`config.mk`:
```
export PLATFORM = sky130hd
export DESIGN_NAME = vend_scheduler_flat
export DESIGN_NICKNAME = d
export VERILOG_FILES = /design/src/rtl/vend_if.sv /design/src/rtl/vend_scheduler.sv /design/src/flat_wrapper.sv
export SDC_FILE = /design/constraint.sdc
export NUM_CORES = 1
export LEC_CHECK = 0
export ABC_AREA = 1
export BUFFER_PORTS_ARGS = -buffer_cell sky130_fd_sc_hd__buf_2
export CAP_MARGIN = 20
export CORE_MARGIN = 1
export CORE_UTILIZATION = 40
export DETAILED_ROUTE_END_ITERATION = 10
export MAX_ROUTING_LAYER = met4
export PLACE_DENSITY_LB_ADDON = 0.12
export SETUP_SLACK_MARGIN = 0.5
export SLEW_MARGIN = 20
export SYNTH_ARGS = -nofsm -noshare
export SYNTH_HDL_FRONTEND = slang
export SYNTH_SLANG_ARGS = --single-unit
```
`constraint.sdc`:
```
create_clock -name clk -period 3.9 [get_ports clk]
set_clock_uncertainty 0.15 [all_clocks]
set_input_delay 0.78 -clock clk [delete_from_list [all_inputs] [get_ports clk]]
set_output_delay 0.78 -clock clk [all_outputs]
set_load 0.005 [all_outputs]
```
`src/rtl/vend_if.sv`:
```
// rtl/vend_if.sv - request/grant and dispenser signal bundle for the vend scheduler
interface vend_if #(
    parameter int N      = 4,
    parameter int CRED_W = 4
);
    logic [N-1:0]        req;
    logic [N*CRED_W-1:0] credit;
    logic [N-1:0]        gnt;
    logic [N-1:0]        done;
    logic [N-1:0]        rej;
    logic [N-1:0]        err;
    logic                disp_valid;
    logic                disp_ready;
    logic                disp_change;
    logic [CRED_W-1:0]   disp_chg_amt;
    logic                disp_done;
    logic                busy;
    logic                fault;
    logic                fault_clr;

    modport slave (
        input  req, credit, disp_ready, disp_done, fault_clr,
        output gnt, done, rej, err, disp_valid, disp_change, disp_chg_amt, busy, fault
    );

    modport master (
        output req, credit, disp_ready, disp_done, fault_clr,
        input  gnt, done, rej, err, disp_valid, disp_change, disp_chg_amt, busy, fault
    );
endinterface

```
`src/rtl/vend_scheduler.sv`:
```
// rtl/vend_scheduler.sv - round-robin arbiter sharing one dispenser among N coin front-ends
module vend_scheduler #(
    parameter int N       = 4,
    parameter int CRED_W  = 4,
    parameter int PRICE   = 2,
    parameter int TIMEOUT = 16
) (
    input  logic  clk,
    input  logic  rst_n,
    vend_if.slave bus
);
    localparam int IDX_W = (N > 1) ? $clog2(N) : 1;
    localparam int TMR_W = $clog2(TIMEOUT);

    typedef enum logic [2:0] {
        S_IDLE, S_CHECK, S_ISSUE, S_WAIT_DONE, S_RESP, S_FAULT
    } state_t;

    state_t             r_state, w_state;
    logic [IDX_W-1:0]   r_ptr, w_ptr;
    logic [IDX_W-1:0]   r_idx, w_idx;
    logic [CRED_W-1:0]  r_cred, w_cred;
    logic [TMR_W-1:0]   r_timer, w_timer;
    logic               r_ok, w_ok;
    logic [N-1:0]       r_gnt, w_gnt;
    logic [N-1:0]       r_done, w_done;
    logic [N-1:0]       r_rej, w_rej;
    logic [N-1:0]       r_err, w_err;
    logic               r_valid, w_valid;
    logic               r_chg, w_chg;
    logic [CRED_W-1:0]  r_amt, w_amt;
    logic               r_busy, w_busy;
    logic               r_fault, w_fault;

    logic               w_found;
    logic [IDX_W-1:0]   w_pick;
    logic [IDX_W-1:0]   w_cand;
    logic [CRED_W-1:0]  w_pick_cred;

    // Pointer increment modulo N (N need not be a power of two).
    function automatic logic [IDX_W-1:0] wrap_inc(input logic [IDX_W-1:0] v);
        if (v == IDX_W'(N - 1)) return '0;
        return v + 1'b1;
    endfunction

    // Round-robin search: first requester at or after the pointer, wrapping.
    always_comb begin
        w_found = 1'b0;
        w_pick  = '0;
        w_cand  = r_ptr;
        for (int k = 0; k < N; k++) begin
            if (!w_found && bus.req[w_cand]) begin
                w_found = 1'b1;
                w_pick  = w_cand;
            end
            w_cand = wrap_inc(w_cand);
        end
        w_pick_cred = bus.credit[int'(w_pick)*CRED_W +: CRED_W];
    end

    // Next-state and next-output logic; pulse outputs default low every cycle.
    always_comb begin
        w_state = r_state;
        w_ptr   = r_ptr;
        w_idx   = r_idx;
        w_cred  = r_cred;
        w_timer = r_timer;
        w_ok    = r_ok;
        w_gnt   = r_gnt;
        w_done  = '0;
        w_rej   = '0;
        w_err   = '0;
        w_valid = r_valid;
        w_chg   = r_chg;
        w_amt   = r_amt;
        w_fault = r_fault;
        case (r_state)
            S_IDLE: begin
                if (w_found) begin
                    w_idx   = w_pick;
                    w_cred  = w_pick_cred;
                    w_gnt   = N'(1) << w_pick;
                    w_ptr   = wrap_inc(w_pick);
                    w_state = S_CHECK;
                end
            end
            S_CHECK: begin
                if (r_cred < CRED_W'(PRICE)) begin
                    w_ok    = 1'b0;
                    w_state = S_RESP;
                end else begin
                    w_valid = 1'b1;
                    w_chg   = (r_cred > CRED_W'(PRICE));
                    w_amt   = r_cred - CRED_W'(PRICE);
                    w_state = S_ISSUE;
                end
            end
            S_ISSUE: begin
                if (bus.disp_ready) begin
                    w_valid = 1'b0;
                    w_timer = '0;
                    w_state = S_WAIT_DONE;
                end
            end
            S_WAIT_DONE: begin
                // A completion on the last allowed cycle still counts as success.
                if (bus.disp_done) begin
                    w_ok    = 1'b1;
                    w_state = S_RESP;
                end else if (r_timer == TMR_W'(TIMEOUT - 1)) begin
                    w_err   = N'(1) << r_idx;
                    w_gnt   = '0;
                    w_fault = 1'b1;
                    w_state = S_FAULT;
                end else begin
                    w_timer = r_timer + 1'b1;
                end
            end
            S_RESP: begin
                if (r_ok) w_done = N'(1) << r_idx;
                else      w_rej  = N'(1) << r_idx;
                w_gnt   = '0;
                w_chg   = 1'b0;
                w_amt   = '0;
                w_state = S_IDLE;
            end
            S_FAULT: begin
                if (bus.fault_clr) begin
                    w_fault = 1'b0;
                    w_state = S_IDLE;
                end
            end
            default: w_state = S_IDLE;
        endcase
        w_busy = (w_state != S_IDLE);
    end

    // State and registered-output update; reset abandons any transaction silently.
    always_ff @(posedge clk or negedge rst_n) begin
        if (!rst_n) begin
            r_state <= S_IDLE;
            r_ptr   <= '0;
            r_idx   <= '0;
            r_cred  <= '0;
            r_timer <= '0;
            r_ok    <= 1'b0;
            r_gnt   <= '0;
            r_done  <= '0;
            r_rej   <= '0;
            r_err   <= '0;
            r_valid <= 1'b0;
            r_chg   <= 1'b0;
            r_amt   <= '0;
            r_busy  <= 1'b0;
            r_fault <= 1'b0;
        end else begin
            r_state <= w_state;
            r_ptr   <= w_ptr;
            r_idx   <= w_idx;
            r_cred  <= w_cred;
            r_timer <= w_timer;
            r_ok    <= w_ok;
            r_gnt   <= w_gnt;
            r_done  <= w_done;
            r_rej   <= w_rej;
            r_err   <= w_err;
            r_valid <= w_valid;
            r_chg   <= w_chg;
            r_amt   <= w_amt;
            r_busy  <= w_busy;
            r_fault <= w_fault;
        end
    end

    assign bus.gnt          = r_gnt;
    assign bus.done         = r_done;
    assign bus.rej          = r_rej;
    assign bus.err          = r_err;
    assign bus.disp_valid   = r_valid;
    assign bus.disp_change  = r_chg;
    assign bus.disp_chg_amt = r_amt;
    assign bus.busy         = r_busy;
    assign bus.fault        = r_fault;
endmodule

```
`src/flat_wrapper.sv`:
```
// flat-port wrapper written by rule: the top's interface ports become plain ports
module vend_scheduler_flat 
#(
    parameter int N       = 4,
    parameter int CRED_W  = 4,
    parameter int PRICE   = 2,
    parameter int TIMEOUT = 16
)
  (clk, rst_n, bus_req, bus_credit, bus_disp_ready, bus_disp_done, bus_fault_clr, bus_gnt, bus_done, bus_rej, bus_err, bus_disp_valid, bus_disp_change, bus_disp_chg_amt, bus_busy, bus_fault);
  vend_if #(.N(N), .CRED_W(CRED_W)) bus_i ();
  input  logic clk;
  input  logic rst_n;
  input wire logic [$bits(bus_i.req)-1:0] bus_req;
  input wire logic [$bits(bus_i.credit)-1:0] bus_credit;
  input wire logic [$bits(bus_i.disp_ready)-1:0] bus_disp_ready;
  input wire logic [$bits(bus_i.disp_done)-1:0] bus_disp_done;
  input wire logic [$bits(bus_i.fault_clr)-1:0] bus_fault_clr;
  output wire logic [$bits(bus_i.gnt)-1:0] bus_gnt;
  output wire logic [$bits(bus_i.done)-1:0] bus_done;
  output wire logic [$bits(bus_i.rej)-1:0] bus_rej;
  output wire logic [$bits(bus_i.err)-1:0] bus_err;
  output wire logic [$bits(bus_i.disp_valid)-1:0] bus_disp_valid;
  output wire logic [$bits(bus_i.disp_change)-1:0] bus_disp_change;
  output wire logic [$bits(bus_i.disp_chg_amt)-1:0] bus_disp_chg_amt;
  output wire logic [$bits(bus_i.busy)-1:0] bus_busy;
  output wire logic [$bits(bus_i.fault)-1:0] bus_fault;
  assign bus_i.req = bus_req;
  assign bus_i.credit = bus_credit;
  assign bus_i.disp_ready = bus_disp_ready;
  assign bus_i.disp_done = bus_disp_done;
  assign bus_i.fault_clr = bus_fault_clr;
  assign bus_gnt = bus_i.gnt;
  assign bus_done = bus_i.done;
  assign bus_rej = bus_i.rej;
  assign bus_err = bus_i.err;
  assign bus_disp_valid = bus_i.disp_valid;
  assign bus_disp_change = bus_i.disp_change;
  assign bus_disp_chg_amt = bus_i.disp_chg_amt;
  assign bus_busy = bus_i.busy;
  assign bus_fault = bus_i.fault;
  vend_scheduler #(.N(N), .CRED_W(CRED_W), .PRICE(PRICE), .TIMEOUT(TIMEOUT)) u_core (.clk(clk), .rst_n(rst_n), .bus(bus_i));
endmodule
```
# Word-level counts from Yosys, hierarchy flattened
# Index checks and enable logic that the tools add are counted.
# totals
inputBits	25
n_memories	0
mem_bits_ro	0
output_inout_bits	24
ram_bits	0
latch_bits	0
register_bits	40
# op_classes
addsub	6
shifts	3
n_bitwise	0
eq_ne	19
div	0
reduce_logical	21
n_mul	0
mux	66
magnitude_cmp	6
# op_table
op	count
$mux W4	14
$mux W2	12
$mux W1	22
$mux W3	6
$pmux W4 S2	2
$shiftx A16 B5 Y4	1
$pmux W3 S5	1
$lt A2 B3 Y1 const B	4
$ne A2 B2 Y1 const B	6
$pmux W4 S3	1
$reduce_and A4 Y1	3
$reduce_bool A2 Y1	5
$add A2 B1 Y2 const B	4
$bmux W1 S2	4
$eq A2 B2 Y1 const B	4
$pmux W1 S2	4
$shl A1 B2 Y4 const A	2
$eq A3 B2 Y1 const B	2
$eq A3 B3 Y1 const B	2
$ne A2 B1 Y1 const B	3
$reduce_and A3 Y1	2
$reduce_bool A3 Y1	2
$add A4 B1 Y4 const B	1
$eq A4 B4 Y1 const B	1
other kinds (8)	13

# Depth between registers and ports, before layout
# Gate-level depths: netlist of run 1.
# logic_depth
word_depth	18
depth_mapped	16

# Least setup slack after synthesis of run 1
# No wires, ideal clock.
# synth_path
path_type	register to register
startpoint	register u_core.r_ptr[0]
endpoint	register u_core.r_ptr[1]
n_path_buf	1
t_arrival_ns	2.068
synth_period_minus_slack_ns	2.339
path_stages_with_launch	14
required_time_ns	3.629
path_slack_ns	1.561
setup_time_ns	0.121
cell_sequence	dfrtp_1 ha_1 inv_1 nand2_1 nand2_1 nand2_1 nand2_2 inv_2 nand3_2 nand3_4 buf_8 ha_1 nand2_1 o21ai_1
# synth_between
elab_chain_cells	18
# synth_lines
element	line_no	text
start, declared	vend_scheduler.sv:20	logic [IDX_W-1:0] r_ptr, w_ptr;
start signal, assigned	vend_scheduler.sv:158	r_ptr <= w_ptr;
parallel branches: the longest is 12 deep, another holds $add A2 B1 Y2	n/a	
$mux W2 (*)	vend_scheduler.sv:52	if (!w_found && bus.req[w_cand]) begin
named net u_core.w_pick[0]	vend_scheduler.sv:36	logic [IDX_W-1:0] w_pick;
$eq A2 B2 Y1	vend_scheduler.sv:42	if (v == IDX_W'(N - 1)) return '0;
$mux W1	vend_scheduler.sv:42	
$mux W1	vend_scheduler.sv:79	if (w_found) begin
$mux W1	vend_scheduler.sv:77	case (r_state)
$mux W2 (*)	vend_scheduler.sv:43	return v + 1'b1;
# Mark *: on every way through the listed nets, which the timed path passes. The select of a mux whose other input is x is not followed.
# A chain may end at the register's enable or synchronous reset.

# Worst setup path in the final report of run 1
# layout_path
startpoint	register u_core.r_ptr[0]
endpoint	register u_core.r_ptr[0]
# layout_between
elab_chain_cells	18
# layout_lines
element
parallel branches: the longest is 18 deep, another holds $add A2 B1 Y2
# Several ways; the timed one is not identified. The select of a mux whose other input is x is not followed.

==> run summary, run 1 <==
The flow ran to the end, and the final reports show no timing, DRC or antenna violations. After floorplanning, the core was divided into 26 placement rows. The total area inside the core boundary comes to 0.005238 mm^2. The share of the Yosys chip area taken by registers is 0.4479. The maximum single-stage delay on the critical path is 470 ps. In this run, post-CTS hold repair placed 0 buffers. By instance count, the cell type seen most on the critical path is sky130_fd_sc_hd__nand2_1. The number of antenna diodes came out at 0. The buffer and inverter count on the worst path is 1.

The transition at the pin with the smallest max-transition slack is 868.8 ps. The final period utilization is 0.6554. Excluding fillers, the count of instances in the completed layout stands at 398.

The synthesized cell area came out at 0.002235 mm^2. The fraction of layout instances using a drive strength above 1 came out at 0.2774. The met3 wirelength from detailed routing came out at 145 um.

The clock-pin transition on the worst setup and hold timing paths is 80 ps. The later pin in the worst-skew pair is clocked with a latency of 290 ps. The arrival time of data at the critical path endpoint is 2580 ps. The die boundary width is 76.75 um. For this run, design rule violations remaining after detail routing come to 0. The final critical delay including setup and external delays came out at 2556 ps. The congestion estimate from routability-driven global placement came to 0.8525.

The worst-case clock buffer depth came out at 2. The normalized max-slew margin is 0.4208. Compared with the post-synthesis result, the final layout area differs by 17.64%. On the critical path, the stage with the largest delay is an instance of sky130_fd_sc_hd__dfrtp_1. The buffer count from post-CTS setup fixing came out at 0. The number of synthesized flops with an enable pin is 0. The number of clock buffers added by TritonCTS is 5.

The I/O pin total is 49. The total length of routed met2 wires is 1990 um. The maximum resistive drop on vdd is 0.5945 mV.

The sort of element at the start of the critical path is a register. The critical path class is reg -> reg. The number of warnings reported in the yosys synthesis log came out at 0.

The number of placed instances, taps included came out at 390. The final count of hold timing violations is 0. The clock sink count is 40. The floorplan step defined a die boundary enclosing 0.005890 mm^2.

The main flop type after synthesis is sky130_fd_sc_hd__dfrtp_1. The number of global-route vias before repair was 1847. The sum of routed wire length over all layers came out at 4337 um.

The final count of negative-setup-slack endpoints came out at 0. The number of buffers added on ports is 48. The vias per cell is 4.606.

The post-cts repair resize count came out at 0. The finished layout cell area is 0.002629 mm^2. The mean instance size in the synthesized netlist is 8.156 um^2. The static leakage is 0.001431 uW.

In the layout the commonest cells are 60 x sky130_fd_sc_hd__nand2_1, 48 x sky130_fd_sc_hd__buf_2, 40 x sky130_fd_sc_hd__dfrtp_1, 37 x sky130_fd_sc_hd__inv_1, 28 x sky130_fd_sc_hd__nor2_1. The cell count after synthesis came out at 274. The iteration-0 DRC count of the detailed router came out at 79. The largest net degree at the start of global routing came out at 41.

The placed standard-cell area is 0.002536 mm^2. In this run the worst hold path is classified as reg -> reg. The overall via count from detail_route is 1833. The sum of negative setup slack is 0 ps. The final count of pins violating max slew came out at 0. The worst setup path is captured at a register. The library cell used most frequently in the layout, excluding fill and tap cells, is sky130_fd_sc_hd__nand2_1.

The largest total area in the synthesized netlist belongs to sky130_fd_sc_hd__dfrtp_1. By area the synthesized netlist is led by sky130_fd_sc_hd__dfrtp_1 45%, sky130_fd_sc_hd__nand2_1 10%, sky130_fd_sc_hd__inv_1 6.2%. In the final routed layout, each cell accounts on average for 10.90 um. The H-tree was split into 2 levels. The number of nets in the finished design is 359. On the critical path the largest part of the delay comes from compound AO/OA/AOI/OAI gates. For this run the aggregate overflow at the end of global routing stands at 0.

In this run the clock root is driven by a sky130_fd_sc_hd__clkbuf_8. The detail route stage leaves a number of antenna-violating nets equal to 0. The fraction of registers with async set/reset came out at 1.000. Based on the critical path, the design can be clocked at up to 391.2 MHz. The wire length of the first global-routing pass came out at 8079 um. The data required time at the worst endpoint is 3930 ps. The critical path goes through ha_1, inv_1, nand2_1, nand2_1, nand2_1, nand2_2, nand2_2, o21ai_2, nor2_1, o21bai_1. The die height is 76.75 um.

The global-route usage over all layers is 0.1740. Counting flops and latches in the post-synthesis netlist gives 40. The initial utilization of the core area, before any placement, comes to 0.4267.

The max-capacitance violation count came out at 0. The post-synthesis cell type count is 35. TritonCTS built the clock tree. The sum of routed wire segments on met1 is 2116 um.

The number of antenna violations at the first check in global routing is 0. Setup repair after global routing left no endpoint under its margin. The detailed-routing iteration count for the pre-antenna-repair pass is 4. The smallest hold slack came out at 325.8 ps. When the netlist entered floorplanning its net count stood at 306. Of all nets on the critical path, the largest fanout is 11. The top-area cell type share of the netlist area came out at 0.4479.

After detailed routing, no signal wire sits above met4. Detailed placement finished with a half-perimeter wire length of 3403 um. The cell area power density is 921.8 mW/mm^2.
-- cell families after synthesis --
| family | after synthesis | share of synthesized area |
|---|---|---|
| fa+ha+maj | 7 | 0.03919 |
| compound gates | 29 | 0.08511 |
| xor+xnor | 1 | 0.003920 |
| flops | 40 | 0.4479 |
| simple gates | 147 | 0.3315 |
| buf+inv | 50 | 0.09238 |
-- sequential cells by signal (all words and copies together) (netlist names), 2 cells and up --
name	flops
u_core.r_idx	2
u_core.r_ptr	2
u_core.bus.gnt	4
u_core.r_timer	4
u_core.bus.rej	4
u_core.bus.disp_chg_amt	4
u_core.r_cred	4
u_core.bus.done	4
u_core.bus.err	4
u_core.r_state	3
-- metrics by stage --
step	power (uW)	util	setup WS (ps)
finish	2423	0.5019	1344
detailed placement	2177	0.4842	1301
global placement	2164	0.4842	1312
floorplan	1912	-	1561
global route	2717	0.5019	1030
CTS	2464	0.5019	1310
-- cell usage after synthesis, types with 2 or more instances --
cell type	count
sky130_fd_sc_hd__nand2_4	3
sky130_fd_sc_hd__ha_1	7
sky130_fd_sc_hd__nand3_2	5
sky130_fd_sc_hd__o21a_1	3
sky130_fd_sc_hd__nor2_2	3
sky130_fd_sc_hd__a21oi_1	4
sky130_fd_sc_hd__nand3_1	22
sky130_fd_sc_hd__dfrtp_1	40
sky130_fd_sc_hd__clkinv_1	2
sky130_fd_sc_hd__or2_1	6
sky130_fd_sc_hd__nand2_2	7
sky130_fd_sc_hd__nand4_2	2
sky130_fd_sc_hd__nand2_1	60
sky130_fd_sc_hd__o21ai_0	9
sky130_fd_sc_hd__inv_2	9
sky130_fd_sc_hd__nor3_1	3
sky130_fd_sc_hd__nand4_1	3
sky130_fd_sc_hd__o21ai_1	6
sky130_fd_sc_hd__inv_1	37
sky130_fd_sc_hd__nor2_1	28
-- per-layer routing --
layer	GRT usage	vias up
li1	-	968
met1	0.2226	818
met2	0.2777	39
met3	0.02381	8
met4	0.06923	0
met5	-	-
-- power breakdown --
part	switching [uW]	total, uW	internal (uW)	leakage (uW)
Clock	136	277	141	0.0000510
Combinational	953	1490	540	0.000865
Sequential	94.5	653	558	0.000515
Total	1180	2420	1240	0.00143
-- cell type report --
type | count | area [um^2]
fill | 544 | 2609
multi-input combinational | 184 | 1027
sequential | 40 | 1001
timing repair buffer | 48 | 240.2
inverter | 48 | 180.2
tap | 70 | 87.58
clock buffer | 6 | 82.58
clock inverter | 2 | 10.01
-- path summary, 6_finish.rpt --
kind                                               start                                      to  slack (ps)  cells past startpoint
setup / recovery             u_core.r_ptr[0]$_DFFE_PN0P_             u_core.r_ptr[0]$_DFFE_PN0P_        1340                     10
setup reg to reg             u_core.r_ptr[0]$_DFFE_PN0P_             u_core.r_ptr[0]$_DFFE_PN0P_        1340                     10
max in group asynchronous                          rst_n  u_core.bus.disp_chg_amt[0]$_DFFE_PN0P_        2610                      1
min in group asynchronous                          rst_n             u_core.bus.rej[0]$_DFF_PN0_         450                      1
hold reg to reg            u_core.r_timer[3]$_DFFE_PN0P_           u_core.r_timer[3]$_DFFE_PN0P_         330                      1
hold / removal             u_core.r_timer[3]$_DFFE_PN0P_           u_core.r_timer[3]$_DFFE_PN0P_         330                      1
Power figures use the tool's default switching activity.
==> inputs of run 2 (changes only) <==
--- a/config.mk
+++ b/config.mk
@@ -5,7 +5,7 @@
 export SDC_FILE = /design/constraint.sdc
 export NUM_CORES = 1
 export LEC_CHECK = 0
-export ABC_AREA = 1
+export ABC_AREA = 0
 export BUFFER_PORTS_ARGS = -buffer_cell sky130_fd_sc_hd__buf_2
 export CAP_MARGIN = 20
 export CORE_MARGIN = 1
==> constraint.sdc (replaced) <==
create_clock -name clk -period 2.5 [get_ports clk]
set_clock_uncertainty 0.15 [all_clocks]
set_input_delay 0.5 -clock clk [delete_from_list [all_inputs] [get_ports clk]]
set_output_delay 0.5 -clock clk [all_outputs]
set_load 0.005 [all_outputs]
==> run 2 against run 1 <==
Final area rose by 9.7%. Largest power group unchanged. Register-to-register slack got worse by 1200 ps. Non-clock buffer count rose by 21. Sequential power rose by 64%. Wire length rose by 12%. Core utilization rose by 4.9 points. Critical path depth fell by 2. Combinational power rose by 64%. Flip-flop and latch count did not move. Total power rose by 67%. Clock power rose by 90%.
==> run summary, run 2 <==
The sum of routed wire segments on met1 came out at 2383 um (+13%). The normalized max-slew margin is 0.6847 (+0.2639). The cell area power density came out at 1404 mW/mm^2 (+52%). The worst-case clock buffer depth is 2 (unchanged). STA classifies the critical path endpoint as a register. The met3 wirelength from detailed routing is 148 um (+2.1%). The sort of element at the start of the critical path is a register.

The endpoint identified for the worst register-to-register timing path is u_core.r_ptr[1]$_DFFE_PN0P_. The slowest stage of the critical path is the sky130_fd_sc_hd__or4b_4 cell. The starting utilization of the core area came out at 0.4283 (+0.001672). The fraction of registers with async set/reset is 1.000 (unchanged). The clock-pin transition on the worst setup and hold timing paths is 80 ps (about the same). In this run the critical register-to-register path is launched from u_core.r_ptr[1]$_DFFE_PN0P_. The placed wire-length estimate came out at 3547 um (+4.2%). The worst path setup slack after routing came out at 146.7 ps (-1197 ps).

The final weighted congestion of routability-driven global placement came out at 0.8218 (-3.6%). The startpoint of the worst hold path is bus_fault_clr. The buffer and inverter count on the worst path came to 1 (unchanged). The fmax is 424.9 MHz (+8.6%). The library cells used most frequently in the layout, excluding fill and tap cells, are 49 x sky130_fd_sc_hd__buf_2, 37 x sky130_fd_sc_hd__dfrtp_1, 27 x sky130_fd_sc_hd__nand2_1, 16 x sky130_fd_sc_hd__buf_4, 15 x sky130_fd_sc_hd__inv_1. The synthesized netlist net count is 259 (-15%).

The path class of the tightest hold or removal check is in -> reg. The library cell used most frequently in the layout, excluding fill and tap cells, is sky130_fd_sc_hd__buf_2. The maximum resistive drop on vdd came to 0.7232 mV (+22%).

The final count of hold timing violations came out at 0 (unchanged). The insertion delay to the later sink of the worst-skew pair is 300 ps (about the same). The number of buffers added on ports came to 48 (unchanged).

The cell count after synthesis is 227 (-17%). The main flop type after synthesis is sky130_fd_sc_hd__dfrtp_1. The max-capacitance violation count is 0 (unchanged).

The biggest area contributor in the post-synthesis netlist is sky130_fd_sc_hd__dfrtp_1. The final critical delay including setup and external delays came out at 2353 ps (-202.7 ps). The number of synthesized flops with an enable pin came to 0 (unchanged). The kind of cell with the highest combined delay on the critical path is adder cells.

The clock sink count came out at 40 (unchanged). The uppermost signal routing layer after detailed routing is met4. Traced cell by cell, the critical path runs through ha_4, or4b_4, a21oi_2, o21a_2, o22ai_2, inv_2, ha_1, mux2_2. The number of placement rows came out at 26 (unchanged). The global-route usage over all layers came out at 0.1859 (+0.01194). The count of non-filler cells in the finished layout came out at 363 (-8.8%). The total length of routed met2 wires came to 2268 um (+14%). Relative to the synthesized area, the layout overhead comes to 28.56%. The finished layout cell area is 0.002884 mm^2 (+9.7%). TritonCTS built the clock tree. The final period utilization came to 0.9413 (+0.2859). The iteration-0 DRC count of the detailed router came to 51 (-35%).

After synthesis, the most frequently instantiated cells are 40 x sky130_fd_sc_hd__dfrtp_1, 27 x sky130_fd_sc_hd__nand2_1, 16 x sky130_fd_sc_hd__inv_1. The number of placed instances, taps included came out at 346 (-11%). The top-area cell type share of the netlist area was 0.4462 (-0.001749). The remaining antenna violation count is 0 (unchanged). The total grt overflow came out at 0 (unchanged). The maximum single-stage delay on the critical path is 480 ps (about the same).

The top fanout value on the critical path came out at 6 (-5). The setup slack at placement came to 84.98 ps (-1216 ps). The post-detailed-route wirelength per cell is 13.44 um (+23%). The number of nets in the finished design is 324 (-9.7%). The data required time at the worst endpoint came to 2540 ps (-1390 ps). The count of cells along the worst register-to-register path came out at 8 (-2). The I/O pin total came out at 49 (unchanged).

The terminating pin of the worst hold path is u_core.bus.fault$_DFFE_PN0P_. The largest net degree at the start of global routing is 20 (-51%). The arrival time of data at the critical path endpoint came to 2390 ps (-190 ps). The mean instance size in the synthesized netlist is 9.883 um^2 (+21%). The post-synthesis sequential area ratio came out at 0.4462 (-0.001749). The run finished with clean final reports. Setup repair after global routing could not meet its margin everywhere. The worst setup path is of the reg -> reg kind.

The number of antenna diodes is 0 (unchanged). The fraction of layout instances using a drive strength above 1 came out at 0.3788 (+0.1014). The overall via count from detail_route came out at 1846 (+0.71%).

The detailed-routing iteration count for the pre-antenna-repair pass came to 4 (unchanged). The final count of pins violating max slew was 0 (unchanged). The area of the placeable core is 0.005238 mm^2 (unchanged).

The final count of negative-setup-slack endpoints is 0 (unchanged). The placed standard-cell area came out at 0.002618 mm^2 (+3.2%). The number of antenna violations at the first check in global routing is 0 (unchanged). The die area came out at 0.005912 mm^2 (+0.38%). The fraction of the core area covered by cells at the end of the flow is 0.5506 (+0.04873). The vias per cell came out at 5.085 (+10%). The number of design rule violations left after detail routing came out at 0 (unchanged). The transition at the pin with the smallest max-transition slack is 468.7 ps (-400.0 ps). The register-to-register setup slack came out at 150 ps (-1200 ps). The root buffer cell chosen for the clock tree is sky130_fd_sc_hd__clkbuf_8. The static leakage is 0.001400 uW (-2.1%).

The synthesized cell area came out at 0.002243 mm^2 (+0.39%). The number of clock buffers inserted by TritonCTS came out at 5 (unchanged). The number of global-route vias before repair came out at 1833 (-0.76%).

The sum of routed wire length over all layers came to 4877 um (+12%). The H-tree level count is 2 (unchanged). The sum of negative setup slack is 0 ps (unchanged). The die height is 76.89 um (+0.19%). The hold-critical path depth is 2 (+1). In the post-synthesis netlist, the biggest area contributors are sky130_fd_sc_hd__dfrtp_1 45%, sky130_fd_sc_hd__mux2i_1 5.8%, sky130_fd_sc_hd__nand2_1 4.5%. The die boundary width came out at 76.89 um (+0.19%). The dominant cell by count in the synthesized netlist is sky130_fd_sc_hd__dfrtp_1. The wire length of the first global-routing pass is 8411 um (+4.1%). The number of warnings reported in the yosys synthesis log came out at 0 (unchanged). The post-synthesis cell type count came out at 57 (+63%). The flip-flop and latch count after synthesis is 40 (unchanged).
## run 2: worst max path at each step
stage                                 from                           to  depth (start not counted)
2_1_floorplan  u_core.r_ptr[1]$_DFFE_PN0P_  u_core.r_ptr[1]$_DFFE_PN0P_                          9
3_3_place_gp                    bus_req[1]  u_core.r_ptr[1]$_DFFE_PN0P_                          8
3_5_place_dp                    bus_req[1]  u_core.r_ptr[1]$_DFFE_PN0P_                          8
4_1_cts        u_core.r_ptr[1]$_DFFE_PN0P_  u_core.r_ptr[1]$_DFFE_PN0P_                          8
5_1_grt        u_core.r_ptr[1]$_DFFE_PN0P_  u_core.r_ptr[1]$_DFFE_PN0P_                          8
6_report       u_core.r_ptr[1]$_DFFE_PN0P_  u_core.r_ptr[1]$_DFFE_PN0P_                          8
## run 2: where the power goes
part | internal [uW] | switching, uW
clock | 295 | 231
sequential | 868 | 199
combinational | 1190 | 1260
total | 2360 | 1690
## run 2: routing by layer
layer,GRT usage,up-vias
met5,-,-
met4,0.07500,0
met3,0.02976,8
met2,0.2929,26
met1,0.2386,881
li1,-,931
## run 2: cell families (layout without fill, tap and decap cells)
logic type / after synthesis / after routing / share of synthesized area
buffers and inverters: 27 / 93 / 0.06023
AO/OA/AOI/OAI: 50 / 50 / 0.1695
AND/OR/NAND/NOR: 83 / 83 / 0.1902
adder cells (fa/ha/maj): 7 / 7 / 0.03904
XOR/XNOR: 3 / 3 / 0.01171
multiplexers: 17 / 17 / 0.08310
flip-flops: 40 / 40 / 0.4462
## run 2: worst reg2reg max path, stage by stage (launching register included)
cell and delay, ps:
sky130_fd_sc_hd__dfrtp_2 430, sky130_fd_sc_hd__ha_4 270, sky130_fd_sc_hd__or4b_4 480, sky130_fd_sc_hd__a21oi_2 130, sky130_fd_sc_hd__o21a_2 130, sky130_fd_sc_hd__o22ai_2 80
sky130_fd_sc_hd__inv_2 90, sky130_fd_sc_hd__ha_1 220, sky130_fd_sc_hd__mux2_2 260
## run 2: area by class of cell
class | count | area (um^2)
Clock buffer | 5 | 68.82
Fill cell | 501 | 2354
Tap cell | 70 | 87.58
Multi-Input combinational cell | 160 | 1207
Timing Repair Buffer | 69 | 412.9
Clock inverter | 3 | 42.54
Inverter | 16 | 60.06
Sequential cell | 40 | 1005
## run 2: through the flow
stage / hold slack (ps) / power, uW
global route: 303.5 / 4361
floorplan: 54.41 / 2656
global placement: 319.3 / 3192
finish: 283.3 / 4049
CTS: 287.3 / 3968
detailed placement: 312.2 / 3203
## run 2: repair_timing
item / 4_1_cts / 5_1_grt
hold buffers: 1 / 0
hold endpoints to repair: 17 / 0
pin swaps: 3 / 1
resized for setup: 10 / 10
setup buffers: 7 / 1
endpoints found under the setup margin: 14 / 15
==> inputs of run 3 (changes only) <==
==> constraint.sdc (replaced) <==
create_clock -name clk -period 2.5 [get_ports clk]
set_clock_uncertainty 0.15 [all_clocks]
set_input_delay 0.375 -clock clk [delete_from_list [all_inputs] [get_ports clk]]
set_output_delay 0.375 -clock clk [all_outputs]
set_load 0.005 [all_outputs]
==> run 3 against run 2 <==
Critical path depth up 2. Wire length up 7.2%. Core utilization is 1.2 points higher. Cell count rose by 1.1%. Largest power group unchanged.
==> run summary, run 3 (synthesis results as in run 2) <==
The flow ran to the end, and the final reports show no timing, DRC or antenna violations. The starting utilization of the core area was 0.4283 (unchanged). The number of placement rows was 26 (unchanged).

The number of antenna diodes came out at 0 (unchanged). The global routing's busiest layer is met2. The static leakage came out at 0.001417 uW (+1.2%).

The overall via count from detail_route came out at 1923 (+4.2%). The post-detailed-route wirelength per cell came out at 14.25 um (+6.0%). The H-tree level count is 2 (unchanged).

The top fanout value on the critical path came out at 6 (unchanged). The transition at the pin with the smallest max-transition slack is 551.8 ps (+83.04 ps). The die height came out at 76.89 um (unchanged). The smallest hold slack came to 169.5 ps (-113.8 ps).

The area occupied by registers was 0.001003 mm^2 (-0.12%). The max-capacitance violation count is 0 (unchanged). The met1 demand-to-capacity share in global routing came out at 0.2411 (+0.002498). The area of the placeable core came to 0.005238 mm^2 (unchanged).

Walking the worst path, the cells encountered are ha_4, buf_4, buf_4, nand2_1, a21oi_1, o21a_2, o22ai_4, inv_2, ha_4, mux2_2. The worst setup path is of the reg -> reg kind. The clock sink count came out at 40 (unchanged).

The worst-case clock buffer depth came out at 2 (unchanged). The number of design rule violations left after detail routing is 0 (unchanged). The finished layout cell area is 0.002945 mm^2 (+2.1%). The leading cell type in the layout, fill and taps excluded is sky130_fd_sc_hd__buf_2. The synthesis-to-finish area growth came out at 31.29%. The fraction of the core area covered by cells at the end of the flow is 0.5624 (+0.01171).

The library cells used most frequently in the layout, excluding fill and tap cells, are 48 x sky130_fd_sc_hd__buf_2, 38 x sky130_fd_sc_hd__dfrtp_1, 27 x sky130_fd_sc_hd__nand2_1, 21 x sky130_fd_sc_hd__buf_4, 15 x sky130_fd_sc_hd__inv_1. The insertion delay to the later sink of the worst-skew pair was 300 ps (about the same). The fmax is 418.6 MHz (-1.5%). The fraction of layout instances using a drive strength above 1 was 0.3973 (+0.01847). The maximum resistive drop on vdd was 0.6204 mV (-14%). The placed wire-length estimate is 3563 um (+0.44%). The final count of pins violating max slew is 0 (unchanged). The clock-pin transition on the worst setup and hold timing paths came out at 80 ps (about the same).

The iteration-0 DRC count of the detailed router is 78 (+53%). The largest net degree at the start of global routing was 26 (+30%). Clock tree synthesis selected as its root buffer the cell sky130_fd_sc_hd__clkbuf_8.

The number of global-route vias before repair is 1905 (+3.9%). TritonCTS built the clock tree. The data required time at the worst endpoint came to 2540 ps (about the same).

The cell area power density came out at 1438 mW/mm^2 (+2.5%). The maximum single-stage delay on the critical path came out at 450 ps (-30 ps). The number of antenna violations at the first check in global routing came out at 0 (unchanged). The remaining antenna violation count came to 0 (unchanged). The final weighted congestion of routability-driven global placement came out at 0.8774 (+6.8%). The sum of routed wire length over all layers came to 5228 um (+7.2%). The cell with the largest stage delay on the worst path is sky130_fd_sc_hd__dfrtp_2.

STA classifies the critical path startpoint as a register. The detailed-routing iteration count for the pre-antenna-repair pass came to 4 (unchanged). The number of buffers added on ports came out at 48 (unchanged). The count of filler cells inserted in the layout is 491 (-2.0%).

The wire length of the first global-routing pass is 8845 um (+5.2%). The final critical delay including setup and external delays is 2389 ps (+35.40 ps). The final period utilization was 0.9555 (+0.01416).

The area taken by multi-input logic gates is 0.001232 mm^2 (+2.1%). The sum of negative setup slack is 0 ps (unchanged). The global-route usage over all layers was 0.1955 (+0.009603). Setup repair after global routing could not meet its margin everywhere. The final count of hold timing violations was 0 (unchanged). The vias per cell was 5.240 (+3.0%). The I/O pin total came out at 49 (unchanged). The total grt overflow is 0 (unchanged).

The final count of negative-setup-slack endpoints came out at 0 (unchanged). The number of clock buffers inserted by TritonCTS is 5 (unchanged). The placed standard-cell area came to 0.002599 mm^2 (-0.72%). The die boundary width is 76.89 um (unchanged). The number of nets in the finished design is 328 (+1.2%). The die area is 0.005912 mm^2 (unchanged).

The normalized max-slew margin came out at 0.6321 (-0.05256). STA classifies the critical path endpoint as a register. The arrival time of data at the critical path endpoint came out at 2430 ps (+40 ps). The met2 demand-to-capacity share in global routing is 0.3116 (+0.01875). The path class of the tightest hold or removal check is in -> reg.

The fraction of met3 tracks used by global routing came out at 0.04881 (+0.01905).
## run 3: cell types whose count changed in the layout (fill, tap and decap cells not counted), moves of 2 or more
cell	change
sky130_fd_sc_hd__o21ai_4	-2
sky130_fd_sc_hd__ha_4	+2
sky130_fd_sc_hd__o21ai_2	+2
sky130_fd_sc_hd__buf_4	+5
sky130_fd_sc_hd__ha_1	-2
## run 3: layer usage
layer,vias to the layer above,wire [um],part of all wire
li1,944,-,-
met3,8,203,0.039
met4,0,79,0.015
met1,924,2443,0.47
met2,47,2502,0.48
met5,-,0,0
## run 3: what timing repair did
item,in CTS,in global routing
endpoints found under the hold margin,23,0
gates resized for setup,11,15
setup endpoints to repair,14,15
hold buffers,1,0
cloned,0,0
buffers inserted,10,4
pin swaps,6,2
## run 3: through the flow
step	std cells	power, uW	setup slack [ps]
detailed placement	344	3154	75.49
CTS	363	3999	135.1
global route	367	4569	67.19
global placement	344	3130	116.9
floorplan	227	2652	69.16
finish	367	4237	111.3
## run 3: area by class of cell
cell class	instances	share of cell area
timing repair buffer	73	0.1529
clock inverter	3	0.01444
clock buffer	5	0.02336
multi-input combinational	160	0.4184
sequential	40	0.3407
tap	70	0.02974
inverter	16	0.02039
## run 3: critical path: cells and delay by family (launching register included)
kind / cells / cell delay, ps
flip-flops: 1 / 450
buffers and inverters: 3 / 370
AND/OR/NAND/NOR: 1 / 90
multiplexers: 1 / 260
adder cells (fa/ha/maj): 2 / 500
AO/OA/AOI/OAI: 3 / 440
## run 3: power by group
part / internal, uW / switching [uW] / total (uW)
sequential: 866 / 187 / 1050
clock: 295 / 232 / 528
combinational: 1320 / 1340 / 2660
total: 2480 / 1760 / 4240
## run 3: final timing paths
| path | startpoint | endpoint | slack, ps | cells after the start |
|---|---|---|---|---|
| hold / removal | bus_fault_clr | u_core.bus.fault$_DFFE_PN0P_ | 170 | 2 |
| hold reg to reg | u_core.bus.disp_chg_amt[0]$_DFFE_PN0P_ | u_core.bus.disp_chg_amt[0]$_DFFE_PN0P_ | 360 | 2 |
| min in group asynchronous | rst_n | u_core.r_ptr[0]$_DFFE_PN0P_ | 450 | 2 |
| max in group asynchronous | rst_n | u_core.bus.err[3]$_DFF_PN0_ | 1190 | 3 |
| setup / recovery | u_core.r_ptr[0]$_DFFE_PN0P_ | u_core.r_ptr[1]$_DFFE_PN0P_ | 110 | 10 |
| setup reg to reg | u_core.r_ptr[0]$_DFFE_PN0P_ | u_core.r_ptr[1]$_DFFE_PN0P_ | 110 | 10 |
